File: src/rtl/bit_serial_mult_ctrl_pkg.sv
// Shared types and helpers for the bit-serial multiplier sequencer.
// The BSM_CTRL_ACCUM_EN build uses sext() to widen products into the accumulator.
package bit_serial_mult_ctrl_pkg;

  typedef enum logic [1:0] {
    IDLE  = 2'd0,
    SHIFT = 2'd1,
    FLUSH = 2'd2,
    DONE  = 2'd3
  } bsm_state_t;

  localparam int FLUSH_CYCLES = 2;
  localparam int SEXT_MAX     = 64;

  // Sign-extend the low 'width' bits of v to the full SEXT_MAX width.
  function automatic logic [SEXT_MAX-1:0] sext(input logic [SEXT_MAX-1:0] v,
                                               input int width);
    logic [SEXT_MAX-1:0] t;
    t = v << (SEXT_MAX - width);
    return SEXT_MAX'($signed(t) >>> (SEXT_MAX - width));
  endfunction

endpackage

File: src/rtl/bit_serial_mult_ctrl_piso.sv
// Parallel-load shift register that emits its operand LSB-first and then
// keeps presenting the sign bit once the magnitude bits are exhausted.
module bsm_piso #(
  parameter int N = 4
) (
  input  logic         clk,
  input  logic         aresetn,
  input  logic         load,
  input  logic         shift,
  input  logic [N-1:0] din,
  output logic         bit_out
);

  logic [N-1:0] sr;

  // Arithmetic right shift: the MSB is replicated so the sign keeps flowing out.
  always_ff @(posedge clk) begin
    if (!aresetn) begin
      sr <= '0;
    end else if (load) begin
      sr <= din;
    end else if (shift) begin
      sr <= {sr[N-1], sr[N-1:1]};
    end
  end

  assign bit_out = sr[0];

endmodule

File: src/rtl/bit_serial_mult_ctrl.sv
// Sequencer feeding one bit-serial multiplier and collecting its 2N-bit product.
// Define BSM_CTRL_ACCUM_EN to add the running accumulator (in_clr / out_acc).
module bit_serial_mult_ctrl
  import bit_serial_mult_ctrl_pkg::*;
#(
  parameter int N     = 4,
  parameter int ACC_W = 16
) (
  input  logic             clk,
  input  logic             aresetn,
  input  logic             in_valid,
  output logic             in_ready,
  input  logic [N-1:0]     in_a,
  input  logic [N-1:0]     in_b,
`ifdef BSM_CTRL_ACCUM_EN
  input  logic             in_clr,
  output logic [ACC_W-1:0] out_acc,
`endif
  output logic             out_valid,
  input  logic             out_ready,
  output logic [2*N-1:0]   out_product,
  output logic             mul_x,
  output logic             mul_y,
  output logic             mul_first_bit,
  output logic             mul_last_bit,
  input  logic             mul_p
);

  localparam int K    = 2 * N;
  localparam int CNT_W = $clog2(K + 1);
  localparam int FC_W  = $clog2(FLUSH_CYCLES + 1);

  bsm_state_t       state, state_nxt;
  logic [CNT_W-1:0] cnt;
  logic [FC_W-1:0]  fcnt;
  logic [K-1:0]     prod;
  logic             accept;
  logic             busy;
  logic             a_bit, b_bit;

  bsm_piso #(.N(N)) u_piso_a (
    .clk     (clk),
    .aresetn (aresetn),
    .load    (accept),
    .shift   (state == SHIFT),
    .din     (in_a),
    .bit_out (a_bit)
  );

  bsm_piso #(.N(N)) u_piso_b (
    .clk     (clk),
    .aresetn (aresetn),
    .load    (accept),
    .shift   (state == SHIFT),
    .din     (in_b),
    .bit_out (b_bit)
  );

  always_ff @(posedge clk) begin
    if (!aresetn) begin
      state <= IDLE;
    end else begin
      state <= state_nxt;
    end
  end

  // Serial bits are only driven while an operation is in flight.
  always_comb begin
    state_nxt     = state;
    in_ready      = 1'b0;
    out_valid     = 1'b0;
    busy          = 1'b0;
    mul_first_bit = 1'b0;
    accept        = 1'b0;
    case (state)
      IDLE: begin
        in_ready = 1'b1;
        if (in_valid) begin
          accept    = 1'b1;
          state_nxt = SHIFT;
        end
      end
      SHIFT: begin
        busy          = 1'b1;
        mul_first_bit = (cnt == '0);
        if (cnt == CNT_W'(K - 1)) state_nxt = FLUSH;
      end
      FLUSH: begin
        busy = 1'b1;
        if (fcnt == FC_W'(FLUSH_CYCLES - 1)) state_nxt = DONE;
      end
      DONE: begin
        out_valid = 1'b1;
        if (out_ready) state_nxt = IDLE;
      end
      default: state_nxt = IDLE;
    endcase
  end

  assign mul_last_bit = !busy;
  assign mul_x        = busy & a_bit;
  assign mul_y        = busy & b_bit;
  assign out_product  = prod;

  always_ff @(posedge clk) begin
    if (!aresetn) begin
      cnt  <= '0;
      fcnt <= '0;
      prod <= '0;
    end else begin
      if (accept) begin
        cnt  <= '0;
        fcnt <= '0;
      end
      if (state == SHIFT) begin
        prod[cnt] <= mul_p;
        cnt       <= cnt + 1'b1;
      end
      if (state == FLUSH) fcnt <= fcnt + 1'b1;
    end
  end

`ifdef BSM_CTRL_ACCUM_EN
  logic [ACC_W-1:0] acc;

  // A clear in IDLE wins over the accept of the same cycle, so the new op lands on zero.
  always_ff @(posedge clk) begin
    if (!aresetn) begin
      acc <= '0;
    end else if (state == IDLE && in_clr) begin
      acc <= '0;
    end else if (state == DONE && out_ready) begin
      acc <= acc + ACC_W'(sext({{(SEXT_MAX-K){1'b0}}, prod}, K));
    end
  end

  assign out_acc = acc;
`endif

endmodule

File: config.mk
export PLATFORM = sky130hd
export DESIGN_NAME = bit_serial_mult_ctrl
export DESIGN_NICKNAME = d
export VERILOG_FILES = /design/src/rtl/bit_serial_mult_ctrl_pkg.sv /design/src/rtl/bit_serial_mult_ctrl_piso.sv /design/src/rtl/bit_serial_mult_ctrl.sv
export SDC_FILE = /design/constraint.sdc
export NUM_CORES = 1
export LEC_CHECK = 0
export CAP_MARGIN = 20
export CORE_UTILIZATION = 50
export CTS_CLUSTER_DIAMETER = 150
export DETAILED_ROUTE_END_ITERATION = 6
export PLACE_DENSITY = 0.78
export RECOVER_POWER = 25
export SLEW_MARGIN = 10
export SYNTH_ARGS = -nofsm -noshare
export SYNTH_HDL_FRONTEND = slang
export SYNTH_SLANG_ARGS = --single-unit
File: constraint.sdc
create_clock -name clk -period 2.1 [get_ports clk]
set_input_delay 0.21 -clock clk [delete_from_list [all_inputs] [get_ports clk]]
set_output_delay 0.21 -clock clk [all_outputs]
set_load 0.005 [all_outputs]
==> impl_metrics.yaml <==
route:
  firstDrtPassIters: 4
  antenna_left: 0
  first_iter_violations: 15
  wl_per_cell_um: 13.1
  avgViaCountPerCell: 5.44
  vias: 1061
  routed_wl_mm: 2.56
  drc: 0
cts:
  h-tree-depth: 1
  cts_tree: "yes"
  cts_resized: 0
  insertion_delay_ns: 0.32
  clk_pin_slew_worst_paths_ns: 0.13
  cts_hold_buf: 0
  cts_setup_buffers: 0
  cts_sinks: 24
  cts-root-buf: "clkbuf_4"
  numCtsBuffers: 3
  cts_buffer_depth: 2
critical_path:
  r2r_slack_ns: 0.43
  critPathRequiredTime_ns: 1.89
  slowest_stage: "clkdlybuf4s50_1"
  endpoint: "mul_y"
  cp-startpoint: "state[0]"
  slowest_delay_ns: 0.49
  cp_data_arrival_time_ns: 1.76
  start_kind: "register"
  r2r_start: "state[0]"
  rr_worst_depth: 5
  cp_max_fo: 4
  cp_top_family: "buffers and inverters"
  worstSetupEndpointType: "output port"
  cp_num_buf_inv: 2
  cp_num_cells: 4
  worstSetupPathType: "register to output port"
  cp_cell_sequence: "inv_1 > ha_1 > and2_1 > clkdlybuf4s50_1"
  reg2reg_to: "state[1]"
layout:
  syn2layout_area_growth_pct: 25.7
  num_antenna_cells: 0
  final_cell_area_um2: 1600
  fill_cells: 201
  layout-drive-gt1-share_pct: 9.58
  layout.nets: 190
  final_cell_mix: "dfxtp_1 (21), clkdlybuf4s50_1 (21), a21oi_1 (16)"
floorplanning:
  core_um2: 2300
  rows: 17
  die_h_um: 52.5
  die-width_um: 52.5
  dieArea_um2: 2760
  initial_core_util_pct: 55.5
  io_pins: 27
synthesis:
  synth_area_um2: 1270
  ys_warn_count: 0
  syn_area_per_cell_um2: 8.92
  synth-seq-cells: 24
  synth-seq-area-share_pct: 37.7
  syn_inst: 143
  synth.distinct_cells: 26
  synth_nets: 165
sta:
  tightestPinTransition_ns: 0.560
  max_freq_ghz: 0.507
  fin_tns_setup_ns: 0
  relSlewSlack_pct: 62.6
  drv_slew: 0
  setup_viol: 0
  fin_crit_ns: 1.97
  final.setup_skew_ns: 0.00496
  finalCritPeriodShare_pct: 93.9
  rsz0062_at_grt: "false"
  hold_viol: 0
global_route:
  grt_usage_pct: 22.0
  grt_max_degree: 23
  grt_pass1_wl_mm: 4.37
  antenna_found_initial: 0
  grt_pass1_vias: 1009
  grt_overflow_total: 0
placed_design:
  io_buffers: 26
  place_hpwl_mm: 1.83
  gp_congestion: 0.769
  place_area_um2: 1540
power:
  clkPwrFrac_pct: 20.3
  combPwrFrac_pct: 43.0
  switching_power_uw: 559
  power_density_nw_per_um2: 1030
  leakage_uw: 0.000625
  p_sw_share_pct: 33.9
  ir_drop_mv: 0.705
  internal-power_uw: 1090
  p_seq_share_pct: 36.8
hold_path:
  holdCritStartpoint: "out_product[7]"
  hold_class: "register to register"
run:
  cap_viol_max_count: 0
run_status:
  status: "completed"
[worst min-delay path, delay by kind of cell, from the launching register on]
family | cells | cell delay [ns]
compound gates | 1 | 0.05
flops | 1 | 0.33
simple gates | 1 | 0.05
[area by class of cell]
type                    instances  area [um2]  area share [%]
inverters                       8        30.0            1.87
flip-flops and latches         24         484            30.2
multi-input cells             103         726            45.3
well taps                      28        35.0            2.19
clock buffers                   3        22.5            1.41
clock inverters                 1        30.0            1.87
repair buffers                 28         275            17.2
[state kept, by name, summed over array words and instances, names as in the netlist]
register and flops:
state 2, out_product 8, u_piso_a.sr 4, fcnt 2, u_piso_b.sr 4, cnt 4
[layer usage]
metal | track usage, % | wire length, um | vias to the layer above
met5 | 0 | 0 | -
met4 | 12.7 | 44 | 0
met3 | 2.90 | 102 | 4
met2 | 38.6 | 1240 | 28
met1 | 25.2 | 1170 | 484
li1 | - | - | 545
[kinds of logic (layout without fill, tap and decap cells)]
logic type               Yosys count  after routing  share of synthesized area [%]
flip-flops                        24             24                           37.7
multiplexers                      10             10                           7.85
adder cells (fa/ha/maj)            9              9                           8.83
AO/OA/AOI/OAI                     32             32                           16.3
buffers and inverters             16             40                           5.59
AND/OR/NAND/NOR                   52             52                           23.7
[stage by stage]
stage / util (%) / instances / hold WS (ns) / worst slack [ns] / total power (uW)
finish: 69.8 / 195 / 0.460 / 0.127 / 1650
global placement: 67.2 / 191 / 0.444 / 0.455 / 1290
CTS: 69.5 / 195 / 0.451 / 0.0516 / 1650
floorplan: - / 143 / 0.356 / 0.603 / 1090
global route: 69.8 / 195 / 0.447 / 0.0128 / 1770
detailed placement: 67.2 / 191 / 0.452 / 0.419 / 1320
[worst min path at each step]
stage                     end  cells after the start  slack [ns]
2_1_floorplan        state[1]                      2        0.36
3_3_place_gp   out_product[7]                      2        0.44
3_5_place_dp   out_product[7]                      2        0.45
4_1_cts        u_piso_a.sr[3]                      3        0.45
5_1_grt        u_piso_b.sr[2]                      3        0.45
6_report       out_product[7]                      2        0.46
[cell usage after synthesis, drive strengths merged]
| master | number | area, um2 |
|---|---|---|
| a2111oi | 1 | 27.5 |
| a211oi | 6 | 45.0 |
| a21oi | 16 | 80.1 |
| and2 | 2 | 12.5 |
| and3b | 1 | 10.0 |
| and4bb | 1 | 12.5 |
| buf | 4 | 26.3 |
| clkbuf | 4 | 15.0 |
| dfxtp | 24 | 480 |
| ha | 9 | 113 |
| inv | 8 | 30.0 |
| mux2i | 10 | 100 |
| nand2 | 10 | 37.5 |
| nand2b | 4 | 25.0 |
| nand3 | 9 | 45.0 |
| nand3b | 6 | 57.6 |
| nand4 | 1 | 6.26 |
| nor2 | 10 | 37.5 |
| nor2b | 6 | 37.5 |
| nor3b | 1 | 12.5 |
| o21ai | 7 | 35.0 |
| o31ai | 2 | 20.0 |
| or3b | 1 | 8.76 |
[power groups by stage]
stage	registers, uW	clock network (uW)	logic (uW)
after detailed placement	612	0	703
after global routing	619	363	787
after floorplan	592	0	494
after CTS	602	343	709
after global placement	607	0	682
final	607	335	709
(Power assumes the default switching activity.)
